`src/rtl/univ_shift_reg.sv`:
```
// univ_shift_reg: WIDTH-bit universal shift register with load, logical
// shifts, rotates and optional arithmetic right shift (USR_ARITH_EN).
// Multi-step shifts run one position per cycle with busy/done handshake.
// Ports: clk, rst (sync, active-low), start, mode[2:0], amt[AW-1:0],
//   d[WIDTH-1:0], sin_r, sin_l -> q[WIDTH-1:0], sout_r, sout_l, busy, done.
module univ_shift_reg #(
    parameter  int WIDTH = 8,
    localparam int AW    = $clog2(WIDTH) + 1
) (
    input  logic             clk,
    input  logic             rst,
    input  logic             start,
    input  logic [2:0]       mode,
    input  logic [AW-1:0]    amt,
    input  logic [WIDTH-1:0] d,
    input  logic             sin_r,
    input  logic             sin_l,
    output logic [WIDTH-1:0] q,
    output logic             sout_r,
    output logic             sout_l,
    output logic             busy,
    output logic             done
);

    localparam logic [2:0] M_LOAD = 3'b001;
    localparam logic [2:0] M_SRL  = 3'b010;
    localparam logic [2:0] M_SLL  = 3'b011;
    localparam logic [2:0] M_ROR  = 3'b100;
    localparam logic [2:0] M_ROL  = 3'b101;
    localparam logic [2:0] M_ASR  = 3'b110;

    typedef enum logic [1:0] {
        S_IDLE,
        S_RUN,
        S_FIN
    } state_t;

    state_t          state;
    logic [2:0]      mode_r;
    logic [AW-1:0]   cnt;
    logic [WIDTH-1:0] nxt_q;
    logic            arith_en;
    logic            cmd_shift;

`ifdef USR_ARITH_EN
    assign arith_en = 1'b1;
`else
    assign arith_en = 1'b0;
`endif

    // Modes that need stepping; ASR counts only when the feature is built in.
    assign cmd_shift = (mode == M_SRL) || (mode == M_SLL) ||
                       (mode == M_ROR) || (mode == M_ROL) ||
                       (arith_en && (mode == M_ASR));

    // One-position step on the current q using the latched mode.
    always_comb begin
        nxt_q = q;
        unique case (1'b1)
            (mode_r == M_SRL): nxt_q = {sin_r, q[WIDTH-1:1]};
            (mode_r == M_SLL): nxt_q = {q[WIDTH-2:0], sin_l};
            (mode_r == M_ROR): nxt_q = {q[0], q[WIDTH-1:1]};
            (mode_r == M_ROL): nxt_q = {q[WIDTH-2:0], q[WIDTH-1]};
            (arith_en && (mode_r == M_ASR)):
                nxt_q = {q[WIDTH-1], q[WIDTH-1:1]};
            default: nxt_q = q;
        endcase
    end

    always_ff @(posedge clk) begin
        if (!rst) begin
            state  <= S_IDLE;
            q      <= '0;
            cnt    <= '0;
            mode_r <= '0;
            busy   <= 1'b0;
            done   <= 1'b0;
        end else begin
            unique case (state)
                S_IDLE: begin
                    done <= 1'b0;
                    busy <= 1'b0;
                    if (start) begin
                        mode_r <= mode;
                        busy   <= 1'b1;
                        if (mode == M_LOAD) begin
                            q     <= d;
                            done  <= 1'b1;
                            state <= S_FIN;
                        end else if (cmd_shift && (amt != '0)) begin
                            cnt   <= amt;
                            state <= S_RUN;
                        end else begin
                            done  <= 1'b1;
                            state <= S_FIN;
                        end
                    end
                end
                S_RUN: begin
                    q   <= nxt_q;
                    cnt <= cnt - AW'(1);
                    if (cnt == AW'(1)) begin
                        done  <= 1'b1;
                        state <= S_FIN;
                    end
                end
                S_FIN: begin
                    busy  <= 1'b0;
                    done  <= 1'b0;
                    state <= S_IDLE;
                end
                default: begin
                    busy  <= 1'b0;
                    done  <= 1'b0;
                    state <= S_IDLE;
                end
            endcase
        end
    end

    assign sout_r = q[0];
    assign sout_l = q[WIDTH-1];

endmodule

```
`config.mk`:
```
export PLATFORM = sky130hd
export DESIGN_NAME = univ_shift_reg
export DESIGN_NICKNAME = d
export VERILOG_FILES = /design/src/rtl/univ_shift_reg.sv
export SDC_FILE = /design/constraint.sdc
export NUM_CORES = 1
export LEC_CHECK = 0
export CORE_UTILIZATION = 50
export DETAILED_ROUTE_END_ITERATION = 12
export GPL_TIMING_DRIVEN = 0
export PLACE_DENSITY = 0.86
export SYNTH_ARGS = -nofsm -noshare
export SYNTH_HDL_FRONTEND = slang
export SYNTH_SLANG_ARGS = --single-unit
```
`constraint.sdc`:
```
create_clock -name clk -period 3.9 [get_ports clk]
set_input_delay 0.78 -clock clk [delete_from_list [all_inputs] [get_ports clk]]
set_output_delay 0.78 -clock clk [all_outputs]
set_load 0.02 [all_outputs]
```
## Yosys cells after proc, flatten, opt, wreduce, memory -nomap -nowiden

Index checks and enable logic that the tools add are counted.

| operators by class | value |
|---|---|
| $add $sub $neg | 1 |
| eq/ne operators | 17 |
| muxes and demuxes | 20 |
| reductions and logical operators | 11 |

Operators by type and width:

| cell | count |
|---|---|
| $pmux W8 S4 | 1 |
| $mux W8 | 2 |
| $pmux W8 S2 | 1 |
| $eq A3 B2 Y1 const B | 4 |
| $eq A3 B3 Y1 const B | 4 |
| $mux W4 | 3 |
| $ne A2 B2 Y1 const B | 5 |
| $mux W2 | 4 |
| $pmux W4 S2 | 1 |
| $reduce_and A4 Y1 | 2 |
| $mux W1 | 5 |
| $ne A5 B5 Y1 const B | 1 |
| $eq A4 B1 Y1 const B | 1 |
| $pmux W1 S2 | 2 |
| $pmux W2 S2 | 1 |
| $reduce_and A2 Y1 | 2 |
| $reduce_bool A4 Y1 | 1 |
| $sub A4 B1 Y4 const B | 1 |
| $eq A3 B1 Y1 const B | 1 |
| $logic_or A1 B1 Y1 | 3 |
| $eq A2 B1 Y1 const B | 1 |
| $logic_not A2 Y1 | 1 |
| $reduce_bool A2 Y1 | 1 |
| $logic_and A1 B1 Y1 | 1 |

| word-level totals | value |
|---|---|
| flip-flop bits (word level) | 19 |
| input port bits | 20 |
| output and inout bits | 12 |
| logic and storage cells | 55 |

## Longest topological paths before layout

Gate-level depths: netlist of the first run.

| depth | value |
|---|---|
| depth after elaboration | 9 |
| mapped depth | 5 |

## Worst setup path before layout of the first run

No wires, ideal clock.

| timing path | value |
|---|---|
| path kind | input to register |
| start point | in start |
| end point | reg q[2] |
| setup time | 84 ps |
| arrival time | 1729 ps |
| slack | 2086 ps |
| stages | 4 |
| buffers on the path | 1 |
| cell sequence | nor3b_4 > a32oi_4 > buf_6 > o31ai_2 |

| between the ends | value |
|---|---|
| longest elaborated chain between the ends | 2 |

RTL lines:

| element | RTL line | text |
|---|---|---|
| start: declaration | 12 | `input logic start,` |
| $ne A2 B2 Y1 (no line) | - |  |
| $reduce_and A4 Y1 (no line) | - |  |
| end signal: assignment | 100 | `q <= nxt_q;` |
| end: declaration | 18 | `output logic [WIDTH-1:0] q,` |

No other way between the ends.
A chain may end at the register's enable or synchronous reset.

## Final worst setup path of the first run

| timing path | value |
|---|---|
| start point | reg q[0] |
| end point | out q[0] |

No word-level cell between the ends.

==> results.py, run 1 <==
metrics = {
    "logic_synthesis": {
        "synthMuxAreaShare_pct": 3.520,
        "syn_area_um2": 1137,
        "synth_top_area_cell": "dfxtp_1",
        "yosys.area_share.simple_pct": 21.78,
        "yosysSeqAreaShare_pct": 33.44,
        "netlist_top_cells_count": "19 x dfxtp_1, 9 x a21oi_1, 9 x nand2_1, 9 x nor2_1, 9 x o21ai_0",
        "synth_compound_area_share_pct": 30.36,
        "synth_cell_types": 45,
        "synthAdderAreaFrac_pct": 2.200,
        "yosys-top-cells-area": "dfxtp_1 33%, a21oi_1 4.0%, o21ai_0 4.0%",
        "synth_nets": 149,
        "syn_avg_cell_area_um2": 8.955,
        "yosysMostFrequentCell": "dfxtp_1",
        "synthXorXnorAreaFrac_pct": 3.190,
        "synth_top_area_share_pct": 33.44,
        "synth_top_family_by_area": "compound AO/OA/AOI/OAI gates",
        "ys_warn_count": 0,
        "synthFlopType": "dfxtp_1",
        "ys_ff_latch": 19,
        "syn_inst": 127,
        "async_flop_share_pct": 0,
        "synth-edff-count": 0,
    },
    "drt": {
        "drc": 0,
        "routed_wl_mm": 2.860,
        "drt-pass1-iter-count": 4,
        "ant_nets": 0,
        "via_per_inst": 5.947,
        "routedWlPerCell_um": 15.13,
        "drt_iter0_markers": 21,
        "vias": 1124,
    },
    "placement": {
        "placed_area_um2": 1481,
        "hpwl_mm": 2.176,
        "place_congestion": 0.8237,
        "port_buffers": 31,
    },
    "timing": {
        "final-setup-viol-count": 0,
        "finClkSkew_ns": 0.003724,
        "slew_viol_final": 0,
        "max_freq_ghz": 0.4406,
        "fin_tns_setup_ns": 0,
        "tightest_slew_ns": 0.4464,
        "period_share_pct": 58.19,
        "fin_crit_ns": 2.269,
        "maxSlewHeadroom_pct": 69.99,
        "finalHoldViolCount": 0,
        "rsz0062_at_grt": "no",
    },
    "finish": {
        "postLayoutCoreUtil_pct": 73.90,
        "num_antenna_cells": 0,
        "nets": 185,
        "drive_gt1_share_pct": 12.96,
        "syn_to_final_growth_pct": 32.67,
        "postLayoutCellArea_um2": 1509,
    },
    "floorplanning": {
        "boundaryPins": 32,
        "row_count": 16,
        "core_um2": 2042,
        "die_w_um": 49.70,
        "initial_utilization_pct": 55.70,
        "dieArea_um2": 2470,
        "die_h_um": 49.70,
    },
    "hold_path": {
        "hp-start": "busy",
        "min_path_type": "reg -> reg",
    },
    "critical_path": {
        "startpoint_type": "flip-flop",
        "r2r_start": "state[1]",
        "end_kind": "output port",
        "crit_arrival_ns": 1.49,
        "crit_fanout": 5,
        "crit_type": "reg -> out",
        "cp.required_ns": 3.12,
        "startpoint": "q[0]",
    },
    "status": {
        "status": "finished, final reports clean",
    },
    "global_route": {
        "overflow": 0,
        "grt_pass1_vias": 1206,
        "grt_antenna_before_repair": 0,
        "track_usage_pct": 26.42,
        "grt_max_degree": 12,
        "grt_pass1_wl_mm": 5.037,
    },
    "clock_tree": {
        "tritoncts": "yes",
        "ctsHoldBuffers": 0,
        "clockBufferDepth": 2,
        "clock_latency_ns": 0.30,
        "clk_pin_slew_ns": 0.11,
        "numCtsBuffers": 3,
        "cts_resized": 0,
        "postCtsSetupBuffers": 0,
        "cts-htree-levels": 1,
        "clock-sinks": 19,
        "root_buffer": "clkbuf_4",
    },
    "power": {
        "power_leakage_uw": 0.0005393,
        "total_power_uw": 489.1,
        "power.density_nw_per_um2": 324.1,
        "ir_drop_mv": 0.2270,
    },
    "flow_run": {
        "cap_violations": 0,
    },
}
[layout by cell type (no fill, tap or decap), drive strengths merged, types with 3 or more instances in the layout]
cell / synthesis / layout
inv: 3 / 3
o21ai: 10 / 10
a21boi: 4 / 4
buf: 6 / 6
nand3: 7 / 7
dfxtp: 19 / 19
clkdlybuf4s50: 0 / 31
a21oi: 9 / 9
nand2: 9 / 9
mux2i: 4 / 4
o31ai: 7 / 7
clkbuf: 1 / 4
nor2: 9 / 9
a31oi: 4 / 4
nor3b: 3 / 3
[sequential cells by signal (all words and copies together) (netlist names)]
signal and flops:
busy 1, q 8, done 1, state 2
mode_r 3, cnt 4
[final cells by class]
| class | count | area (um^2) |
|---|---|---|
| Multi-Input combinational cell | 97 | 694.4 |
| Fill cell | 167 | 533.0 |
| Sequential cell | 19 | 380.4 |
| Timing Repair Buffer | 31 | 310.3 |
| Buffer | 7 | 47.55 |
| Tap cell | 27 | 33.78 |
| Clock buffer | 3 | 22.52 |
| Inverter | 4 | 15.01 |
| Clock inverter | 1 | 5.005 |
[stage by stage]
stage                     std cells  hold WS, ns  setup slack, ns
after floorplan                 127       0.4487            2.086
after global placement          185       0.4658            1.429
after detailed placement        185       0.4765            1.382
after CTS                       189       0.5006            1.646
after global routing            189       0.5383            1.568
final                           189       0.5014            1.631
[report_power, final]
group	switching [uW]	internal (uW)	leakage, uW
registers	21.8	211	0.000155
clock network	62.9	38.2	0.0000177
logic	78.7	76.9	0.000366
total	163	326	0.000539
[worst max-delay path, cell delays in order (launching register included)]
cell	delay, ns
dfxtp_1	0.46
buf_4	0.15
clkdlybuf4s50_1	0.58
[cell families after synthesis]
family                   after synthesis
AND/OR/NAND/NOR                       42
adder cells (fa/ha/maj)                2
flip-flops                            19
buffers and inverters                 11
XOR/XNOR                               2
AO/OA/AOI/OAI                         47
multiplexers                           4
[worst paths after layout]
| path | cells after the start | slack, ns | endpoint |
|---|---|---|---|
| setup / recovery | 2 | 1.63 | q[0] |
| hold / removal | 2 | 0.50 | busy |
| setup reg to reg | 4 | 2.28 | q[4] |
| hold reg to reg | 2 | 0.50 | busy |
[routing by layer]
layer | GRT usage [%] | vias up | routed length [um]
met4 | 11.90 | 0 | 48
met2 | 45.05 | 46 | 1398
li1 | - | 553 | -
met3 | 5.247 | 7 | 158
met1 | 31.63 | 518 | 1253
met5 | 0 | - | 0
Note: power is estimated with default switching activity, not from simulation.
==> run 2, diff against run 1 <==
CORE_UTILIZATION = 47   (was 50)
PLACE_DENSITY = 0.82   (was 0.86)
clock period = 2.09 ns   (was 3.9 ns; I/O delays follow)
==> run 2 against run 1 <==
First-iteration DRC count grew 48%. Critical path depth increased by 3. Clock skew fell by 0.0014 ns. Worst hold slack better by 0.0045 ns. Power rose by 88%. Clock power is 95% higher. Non-clock buffer count stayed put. Sequential share of layout area unchanged. Largest cell class unchanged.
==> results.py, run 2 (synthesis gave the netlist of run 1 again) <==
metrics = {
    "flow_run": {
        "cap_violations": 0,
    },
    "placement": {
        "hpwl_mm": 2.196,
        "port_buffers": 31,
        "placed_cells": 186,
        "place_congestion": 0.8475,
    },
    "power": {
        "combPwrFrac_pct": 31.6,
        "ir_drop_mv": 0.4484,
        "p_seq_share_pct": 47.0,
        "power_leakage_uw": 0.0005366,
        "p_switching_uw": 309.9,
        "switching_share_pct": 33.65,
        "p_int_uw": 611.2,
        "pwr-share-clk_pct": 21.4,
        "power.density_nw_per_um2": 610.4,
    },
    "clock_tree": {
        "cts-htree-levels": 1,
        "numCtsBuffers": 3,
        "root_buffer": "clkbuf_4",
        "clockBufferDepth": 2,
        "clock_latency_ns": 0.31,
        "clk_pin_slew_ns": 0.11,
        "ctsHoldBuffers": 0,
        "postCtsSetupBuffers": 0,
        "tritoncts": "yes",
        "clock-sinks": 19,
        "cts_resized": 0,
    },
    "critical_path": {
        "critPathMaxStageDelay_ns": 0.52,
        "cp_num_buf_inv": 2,
        "critPathTopFamily": "buffers and inverters",
        "cp_cell_sequence": "clkdlybuf4s50_1 -> nor3b_4 -> a32oi_4 -> buf_6 -> o31ai_2",
        "startpoint_type": "input pin",
        "crit_type": "in -> reg",
        "crit_fanout": 10,
        "cp_slowest_cell": "clkdlybuf4s50_1",
        "cp.required_ns": 2.32,
        "end_kind": "flip-flop",
        "crit_arrival_ns": 2.11,
        "r2r_slack_ns": 0.44,
    },
    "floorplanning": {
        "dieArea_um2": 2620,
        "die_w_um": 51.19,
        "boundaryPins": 32,
        "row_count": 17,
        "die_h_um": 51.19,
        "core_um2": 2255,
        "initial_utilization_pct": 50.44,
    },
    "drt": {
        "via_per_inst": 5.953,
        "routed_wl_mm": 2.940,
        "ant_nets": 0,
        "routedWlPerCell_um": 15.47,
        "drt_iter0_markers": 31,
        "vias": 1131,
        "drc": 0,
        "drt-pass1-iter-count": 4,
    },
    "timing": {
        "final-setup-viol-count": 0,
        "rsz0062_at_grt": "no",
        "slew_viol_final": 0,
        "period_share_pct": 90.05,
        "finClkSkew_ns": 0.002320,
        "maxSlewHeadroom_pct": 68.30,
        "fin_tns_setup_ns": 0,
        "max_freq_ghz": 0.5313,
        "fin_crit_ns": 1.882,
        "finalHoldViolCount": 0,
        "tightest_slew_ns": 0.4750,
    },
    "global_route": {
        "grt_pass1_vias": 1052,
        "track_usage_pct": 25.24,
        "grt_pass1_wl_mm": 4.830,
        "grt_max_degree": 11,
        "overflow": 0,
        "grt_antenna_before_repair": 0,
    },
    "finish": {
        "layout_common_cells": "31 x clkdlybuf4s50_1, 19 x dfxtp_1",
        "largest_register": "q",
        "fillers": 201,
        "postLayoutCoreUtil_pct": 66.93,
        "largest_reg_flops": 8,
        "final_cells": 190,
        "reg.largest.list": "q x8, cnt x4, mode_r x3",
        "num_antenna_cells": 0,
        "drive_gt1_share_pct": 12.35,
        "syn_to_final_growth_pct": 32.67,
        "final_common_cell": "clkdlybuf4s50_1",
        "nets": 185,
    },
    "hold_path": {
        "min_path_type": "reg -> reg",
    },
    "status": {
        "status": "finished, final reports clean",
    },
}
## run 2: metrics by stage
step           hold slack, ns  setup slack [ns]  power, uW  cell area [um^2]
3_3_place_gp           0.4666          -0.04134      717.1              1483
3_5_place_dp           0.4867          -0.09451      729.4              1483
2_1_floorplan          0.4487            0.6383      615.8              1137
4_1_cts                0.5007            0.2022      923.3              1509
6_report               0.5058            0.2080      921.1              1509
5_1_grt                0.5308            0.1346      967.1              1509
## run 2: path summary, 6_finish.rpt
kind                            startpoint      to  cells past startpoint
worst max-delay path                 start    q[2]                      5
worst min-delay path                cnt[3]  cnt[3]                      2
worst max register to register    state[1]    q[2]                      4
worst min register to register      cnt[3]  cnt[3]                      2
## run 2: routing by layer
layer,part of all wire (%),track usage (%),wire length (um),vias up
li1,-,-,-,551
met1,43,31.31,1269,528
met2,48,40.57,1416,45
met3,6.6,5.655,194,7
met4,2.0,12.96,60,0
met5,0,0,0,-
## run 2: layout make-up
type                       instances  area [um^2]  share of cell area (%)
tap                               28        35.03                   2.322
clock buffer                       4        26.28                   1.741
timing repair buffer              31        310.3                   20.56
inverter                           4        15.01                  0.9950
multi-input combinational         97        694.4                   46.02
sequential                        19        380.4                   25.21
buffer                             7        47.55                   3.151
## run 2: power by group through the flow
stage / Combinational, uW / Sequential, uW / Clock, uW
6_report: 291 / 433 / 197
3_5_place_dp: 288 / 441 / 0
3_3_place_gp: 279 / 438 / 0
5_1_grt: 315 / 439 / 213
4_1_cts: 290 / 433 / 201
2_1_floorplan: 169 / 447 / 0
## run 2: tightest hold or removal path: cells and delay by family, from the launching register on
| family | cells | cell delay (ns) |
|---|---|---|
| flops | 1 | 0.35 |
| simple gates | 1 | 0.06 |
| compound gates | 1 | 0.06 |
==> run 3, diff against run 2 <==
SLEW_MARGIN = 20   (was not set)
==> results of run 3 <==
No change in the layout: final DEF, timing and power equal those of run 2.
